`src/rtl/sc_obstacle_spawner.sv`:
```
// ---------------------------------------------------------------------------
// sc_obstacle_spawner
//
// Purpose:
//   Turns the free-running LFSR random nibbles into enemy-car spawn events.
//   On each game tick (while idle) the right nibble decides whether to spawn
//   and the left nibble picks one of eight road columns. A spawn is offered
//   to the matrix writer as a one-hot pattern. After each accepted spawn the
//   block sits out GAP ticks. The same column is never used twice in a row.
//
// Handshake:
//   The pattern transfers on a rising clock edge where valid_OutHigh and
//   ready_InHigh are both high. While valid is high, the pattern stays
//   stable. The pattern is 0x00 whenever valid is low. Ready is ignored
//   while valid is low.
//
// Ports:
//   SC_SPAWN_CLOCK_50        in   system clock, rising edge
//   SC_SPAWN_RESET_InHigh    in   synchronous active-high reset
//   SC_SPAWN_clear_InLow     in   synchronous active-low game clear
//   SC_SPAWN_tick_InHigh     in   one-cycle game tick strobe
//   SC_SPAWN_RandomRightBUS  in   {4'b0, r[3:0]}; spawn when r < DENSITY
//   SC_SPAWN_RandomLeftBUS   in   {4'b0, l[3:0]}; l[2:0] is the column
//   SC_SPAWN_ready_InHigh    in   matrix writer ready
//   SC_SPAWN_PatternBUS      out  one-hot spawned column, 0x00 when idle
//   SC_SPAWN_valid_OutHigh   out  pattern valid
//   SC_SPAWN_CountBUS        out  accepted spawns, saturating at 255
//   SC_SPAWN_state_dbg_o     out  current FSM state (IDLE/SAMPLE/EMIT/COOL)
// ---------------------------------------------------------------------------
module sc_obstacle_spawner #(
    parameter int         DATAWIDTH = 8,
    parameter logic [3:0] DENSITY   = 4'd6,
    parameter int         GAP       = 2
) (
    input  logic                 SC_SPAWN_CLOCK_50,
    input  logic                 SC_SPAWN_RESET_InHigh,
    input  logic                 SC_SPAWN_clear_InLow,
    input  logic                 SC_SPAWN_tick_InHigh,
    input  logic [DATAWIDTH-1:0] SC_SPAWN_RandomRightBUS,
    input  logic [DATAWIDTH-1:0] SC_SPAWN_RandomLeftBUS,
    input  logic                 SC_SPAWN_ready_InHigh,
    output logic [DATAWIDTH-1:0] SC_SPAWN_PatternBUS,
    output logic                 SC_SPAWN_valid_OutHigh,
    output logic [7:0]           SC_SPAWN_CountBUS,
    output logic [1:0]           SC_SPAWN_state_dbg_o
);

    localparam logic [1:0] S_IDLE   = 2'd0;
    localparam logic [1:0] S_SAMPLE = 2'd1;
    localparam logic [1:0] S_EMIT   = 2'd2;
    localparam logic [1:0] S_COOL   = 2'd3;

    localparam logic [7:0]           GAP_INIT = 8'(GAP);
    localparam logic [DATAWIDTH-1:0] ONE      = {{(DATAWIDTH-1){1'b0}}, 1'b1};

    logic [1:0]           state_q,      state_d;
    logic [3:0]           r_q,          r_d;
    logic [2:0]           c_q,          c_d;
    logic [7:0]           gap_q,        gap_d;
    logic                 last_valid_q, last_valid_d;
    logic [2:0]           last_col_q,   last_col_d;
    logic                 valid_q,      valid_d;
    logic [DATAWIDTH-1:0] pattern_q,    pattern_d;
    logic [7:0]           count_q,      count_d;

    logic [2:0]           col;

    // Upper bus bits and left bit 3 carry no meaning for this block.
    logic unused_bus_bits;
    assign unused_bus_bits = ^{SC_SPAWN_RandomRightBUS[DATAWIDTH-1:4],
                               SC_SPAWN_RandomLeftBUS[DATAWIDTH-1:3]};

    // If the previous spawn used this column, move one column right.
    // The 3-bit add wraps column 7 back to 0.
    assign col = (last_valid_q && (c_q == last_col_q)) ? (c_q + 3'd1) : c_q;

    always_comb begin
        state_d      = state_q;
        r_d          = r_q;
        c_d          = c_q;
        gap_d        = gap_q;
        last_valid_d = last_valid_q;
        last_col_d   = last_col_q;
        valid_d      = valid_q;
        pattern_d    = pattern_q;
        count_d      = count_q;

        case (state_q)
            S_IDLE: begin
                if (SC_SPAWN_tick_InHigh) begin
                    r_d     = SC_SPAWN_RandomRightBUS[3:0];
                    c_d     = SC_SPAWN_RandomLeftBUS[2:0];
                    state_d = S_SAMPLE;
                end
            end
            S_SAMPLE: begin
                if (r_q >= DENSITY) begin
                    state_d = S_IDLE;
                end else begin
                    pattern_d    = ONE << col;
                    valid_d      = 1'b1;
                    last_col_d   = col;
                    last_valid_d = 1'b1;
                    state_d      = S_EMIT;
                end
            end
            S_EMIT: begin
                if (valid_q && SC_SPAWN_ready_InHigh) begin
                    valid_d   = 1'b0;
                    pattern_d = '0;
                    if (count_q != 8'hFF) begin
                        count_d = count_q + 8'd1;
                    end
                    gap_d   = GAP_INIT;
                    state_d = (GAP != 0) ? S_COOL : S_IDLE;
                end
            end
            S_COOL: begin
                // The tick that empties the gap only returns to IDLE.
                // The next tick is the first one sampled.
                if (SC_SPAWN_tick_InHigh) begin
                    if (gap_q <= 8'd1) begin
                        gap_d   = 8'd0;
                        state_d = S_IDLE;
                    end else begin
                        gap_d = gap_q - 8'd1;
                    end
                end
            end
            default: state_d = S_IDLE;
        endcase
    end

    always_ff @(posedge SC_SPAWN_CLOCK_50) begin
        if (SC_SPAWN_RESET_InHigh) begin
            state_q      <= S_IDLE;
            r_q          <= 4'd0;
            c_q          <= 3'd0;
            gap_q        <= 8'd0;
            last_valid_q <= 1'b0;
            last_col_q   <= 3'd0;
            valid_q      <= 1'b0;
            pattern_q    <= '0;
            count_q      <= 8'd0;
        end else if (!SC_SPAWN_clear_InLow) begin
            // Game clear drops any pending offer without counting it.
            // The spawn count is kept.
            state_q      <= S_IDLE;
            gap_q        <= 8'd0;
            last_valid_q <= 1'b0;
            valid_q      <= 1'b0;
            pattern_q    <= '0;
        end else begin
            state_q      <= state_d;
            r_q          <= r_d;
            c_q          <= c_d;
            gap_q        <= gap_d;
            last_valid_q <= last_valid_d;
            last_col_q   <= last_col_d;
            valid_q      <= valid_d;
            pattern_q    <= pattern_d;
            count_q      <= count_d;
        end
    end

    assign SC_SPAWN_PatternBUS    = pattern_q;
    assign SC_SPAWN_valid_OutHigh = valid_q;
    assign SC_SPAWN_CountBUS      = count_q;
    assign SC_SPAWN_state_dbg_o   = state_q;

endmodule

```
`config.mk`:
```
export PLATFORM = sky130hd
export DESIGN_NAME = sc_obstacle_spawner
export DESIGN_NICKNAME = d
export VERILOG_FILES = /design/src/rtl/sc_obstacle_spawner.sv
export SDC_FILE = /design/constraint.sdc
export NUM_CORES = 1
export LEC_CHECK = 0
export CAP_MARGIN = 20
export CORE_MARGIN = 3
export CORE_UTILIZATION = 55
export DETAILED_ROUTE_END_ITERATION = 8
export MAX_ROUTING_LAYER = met4
export PLACE_DENSITY_LB_ADDON = 0.12
export REMOVE_ABC_BUFFERS = 1
export SYNTH_ARGS = -nofsm -noshare
export SYNTH_HDL_FRONTEND = slang
export SYNTH_SLANG_ARGS = --single-unit
```
`constraint.sdc`:
```
create_clock -name SC_SPAWN_CLOCK_50 -period 4.46 [get_ports SC_SPAWN_CLOCK_50]
set_input_delay 1.338 -clock SC_SPAWN_CLOCK_50 [delete_from_list [all_inputs] [get_ports SC_SPAWN_CLOCK_50]]
set_output_delay 1.338 -clock SC_SPAWN_CLOCK_50 [all_outputs]
set_load 0.03 [all_outputs]
```
==> metrics.md <==
| Metric | Value |
|---|---|
| Status | finished clean |
| Number of antenna repair diodes | 0 |
| Slack of the worst reg-to-reg path | 2.39 ns |
| DR iter-0 viols | 151 |
| Met2 track demand over resource | 36.0% |
| Detail Placement HPWL | slightly above 3000 µm |
| Sequential area share after synthesis | around two fifths |
| Worst Setup Path Type | reg2out |
| Overall die height | 65.5 µm |
| Number of library cell types mapped by synthesis | 53 |
| Placed Area | approximately 0.0022 mm² |
| Sw Ratio | 25.0% |
| Initial Util | 60.7% |
| Die W | 65.5 µm |
| Combinational group share of total power | 9.4% |
| Multiplexer share of the synthesized area | 5.66% |
| Crit path launch type | flop |
| Clock latency of the later-clocked register in the worst-skew pair | 0.35 ns |
| Critical Path, Cell by Cell | clkdlybuf4s50_1 |
| Hold-fix buffers at CTS | 0 |
| Total number of H-tree levels | 2 |
| Adder-cell share of the synthesized area | 2.57% |
| Critical path fanouts, max | 15 |
| Tightest hold margin | 0.486 ns |
| Post-cts resize count | 0 |
| Via count of the first global-routing pass | 1663 |
| Total Routing Usage GR | about 23% |
| Flop pwr share | 59.0% |
| Critical path's largest stage delay | 0.77 ns |
| Worst min-delay path class | reg2reg |
| Simple-Gate Fraction of Synth Area | 23.9% |
| Pwr Density | between 200 and 300 mW/mm² |
| Startpoint of the worst hold path | SC_SPAWN_PatternBUS[1]$_SDFFE_PP0P_ |
| IR drop worst, VDD | 202 µV |
| Final count of negative-setup-slack endpoints | 0 |
| Launch instance of the worst register-to-register path | c_q[0]$_SDFFE_PP0P_ |
| Leakage component of the power | between 0.8 and 0.9 nW |
| Max Fclk | 322 MHz |
| Post-CTS setup repair buffer count | 0 |
| Master cell of the clock root buffer | clkbuf_4 |
| RR Endpoint | SC_SPAWN_PatternBUS[4]$_SDFFE_PP0P_ |
| Hold Violations, Final | 0 |
| Iteration count of the initial detailed-routing pass | 4 |
| Clk sink count | 37 |
| Largest net degree at the start of global routing | 20 |
| Share of layout cells above drive strength 1 | 6.58% |
| Area of the multi-input gates | 0.00112 mm² |
| Post-route ant nets | 0 |
| Die footprint | 0.00428 mm² |
| Worst slew margin | 48.3% |
| Setup TNS after final layout | 0 ns |
| Count of buffers from port buffering | 29 |
| Number of flip-flops and latches in the synthesized netlist | 37 |
| Worst endpoint required time | 3.12 ns |
| Arrival time reported for the critical path endpoint | about 1.8 ns |
| Synthesized netlist cell count | ~220 |
| Synth Cell Area | 0.00194 mm² |
| WHS Endpoint | SC_SPAWN_PatternBUS[1]$_SDFFE_PP0P_ |
| Placement Rows | 20 |
| Dominant combinational cell family by area after synthesis | simple AND/OR/NAND/NOR gates |
| Design area | 0.00229 mm² |
| Internal power component | 436 µW |
| Category of cells accounting for the largest share of critical-path delay | buffers and inverters |
| Core region area | 0.00320 mm² |
| Synth warn | 0 |
| Sort of element at the end of the critical path | primary output |
| NumNets Final | 268 |
| Met1 Usage GRT | 28.5% |
| Final worst path period share | 69.7% |
| Cell count of the worst hold path | 1 |
| Synthesis-to-layout area growth | 18.0% |
| Total wire length | 4210 µm |
| Transition time of the tightest slew-check pin | 0.768 ns |
| Setup repair after global routing missed its margin | false |
| Psw | 146 µW |
| Depth of the worst register-to-register path | 4 |
| Via count | 1734 |
| Post-synthesis share of cell area spent on xor and xnor gates | 5.79% |
| Max cap viols | 0 |
| Layout Skew | 0.00361 ns |
| Clock buffers created by TritonCTS | 5 |
| Residual DRC count | 0 |
| Wire length per cell after detailed routing | around 15 µm |
| Clock period minus final worst setup slack | between 3 and 4 ns |
| Total of fill cells in the finished design | ~280 |
| Slew Viols, Final | 0 |
| Prevailing post-synth register cell | dfxtp_1 |
| I/O pin count | 40 |
| Share of synthesized flip-flops with an asynchronous set or reset | 0% |
| Most crowded layer after global routing | met2 |
| Area fraction in compound gates after synthesis | 19.5% |
| Routing usage on met3 | 6.15% |
| Initial antenna violation count | 0 |
| Sequential cell area | 741 µm² |
| Maximum clock path buffer count | 2 |
| Total congestion overflow | 0 |
| Share of total power in the clock network | 31.6% |
| Detailed-route vias per instance | 6.04 |
| Final weighted congestion of routability-driven global placement | 0.866 |
| Post-route core utilization | between 70% and 80% |
| CTS clk-pin slew, worst paths | around 0.11 ns |
| Syn Area/Cell | 9.00 µm² |
| Critical-path cell with the highest stage delay | clkdlybuf4s50_1 |
| CTS tree | yes |
| Global-route wire length before repair | 7590 µm |
| Number of buffers and inverters on the critical path | 1 |
| Number of flops mapped to enable cells by yosys | 0 |
[area by class of cell]
type	instances	area share, %
timing repair buffer	31	13.3
multi-input combinational	162	48.6
inverter	6	0.981
tap	44	2.40
sequential	37	32.3
clock buffer	7	2.40
[cells in the final DEF, fill, tap and decap left out, drive strengths merged, types with 4 or more instances in the layout]
| cell type | instances |
|---|---|
| or4 | 4 |
| o211ai | 4 |
| clkbuf | 7 |
| a22o | 4 |
| o21ai | 6 |
| nor4 | 4 |
| mux2i | 11 |
| nand3 | 6 |
| a21oi | 13 |
| clkdlybuf4s50 | 29 |
| nor2 | 21 |
| and3 | 4 |
| nand2 | 13 |
| dfxtp | 37 |
| nand2b | 4 |
| or3 | 4 |
| a211oi | 5 |
| xor2 | 9 |
| inv | 6 |
| ha | 4 |
[cells in the mapped netlist, types with 2 or more instances]
cell / count / area share (%)
nor2_1: 21 / 4.1
buf_6: 3 / 1.7
nand2b_1: 4 / 1.3
a21o_1: 2 / 0.77
a22o_1: 4 / 1.8
mux2i_1: 11 / 5.7
or3_1: 4 / 1.3
a311oi_1: 2 / 0.90
nor3_1: 3 / 0.77
or4_1: 4 / 1.5
xor2_1: 8 / 3.6
and3_1: 4 / 1.3
or2_2: 2 / 0.64
nand3_1: 6 / 1.5
o31ai_1: 2 / 0.77
a211oi_1: 5 / 1.9
ha_1: 4 / 2.6
o21ai_0: 4 / 1.0
inv_1: 6 / 1.2
nand4_1: 3 / 0.97
o2111ai_1: 3 / 1.4
dfxtp_1: 37 / 38
a31o_1: 2 / 0.90
clkbuf_1: 7 / 1.4
or2b_1: 2 / 0.77
o21ai_1: 2 / 0.51
o211a_1: 2 / 1.0
a21oi_1: 13 / 3.3
nand2_1: 13 / 2.5
xnor2_1: 3 / 1.4
o211ai_1: 4 / 1.5
nor4_1: 3 / 0.97
and2_1: 3 / 0.97
[power by group through the flow]
stage / registers [mW] / logic [mW] / clock network (mW)
5_1_grt: 0.344 / 0.0608 / 0.203
2_1_floorplan: 0.351 / 0.0303 / 0
6_report: 0.343 / 0.0548 / 0.184
3_5_place_dp: 0.351 / 0.0546 / 0
3_3_place_gp: 0.350 / 0.0522 / 0
4_1_cts: 0.343 / 0.0548 / 0.188
[how the worst max path moves through the flow]
stage	depth (start not counted)	slack, ns	end	start
after floorplan	3	1.74	c_q[1]$_SDFFE_PP0P_	SC_SPAWN_tick_InHigh
after global placement	6	1.13	SC_SPAWN_PatternBUS[3]$_SDFFE_PP0P_	SC_SPAWN_RESET_InHigh
after detailed placement	6	1.08	SC_SPAWN_PatternBUS[2]$_SDFFE_PP0P_	SC_SPAWN_RESET_InHigh
after CTS	1	1.37	SC_SPAWN_state_dbg_o[1]	flop
after global routing	1	1.27	SC_SPAWN_state_dbg_o[1]	flop
final	1	1.35	SC_SPAWN_state_dbg_o[1]	flop
[routing by layer]
metal / routed length (µm) / vias to the layer above
met5: 0 / -
met4: 61 / 0
met3: 236 / 7
met2: 2050 / 54
met1: 1860 / 823
li1: - / 850
[registers in the layout (all words and copies together) (netlist names), named ones only]
signal                  cells
r_q                         3
gap_q                       8
last_col_q                  3
c_q                         3
SC_SPAWN_CountBUS           8
last_valid_q                1
SC_SPAWN_PatternBUS         8
SC_SPAWN_valid_OutHigh      1
SC_SPAWN_state_dbg_o        1
[kinds of logic after synthesis]
logic type | Yosys count
compound gates | 52
xor+xnor | 12
fa+ha+maj | 4
buf+inv | 17
flops | 37
mux | 11
simple gates | 83
[per-stage QoR]
stage                     total power, mW  worst slack (ns)  std cells
after floorplan                     0.381              1.74        205
after global placement              0.402              1.13        280
after detailed placement            0.405              1.08        280
after CTS                           0.586              1.37        287
after global routing                0.609              1.27        287
final                               0.582              1.35        287
Power figures use the tool's default switching activity.
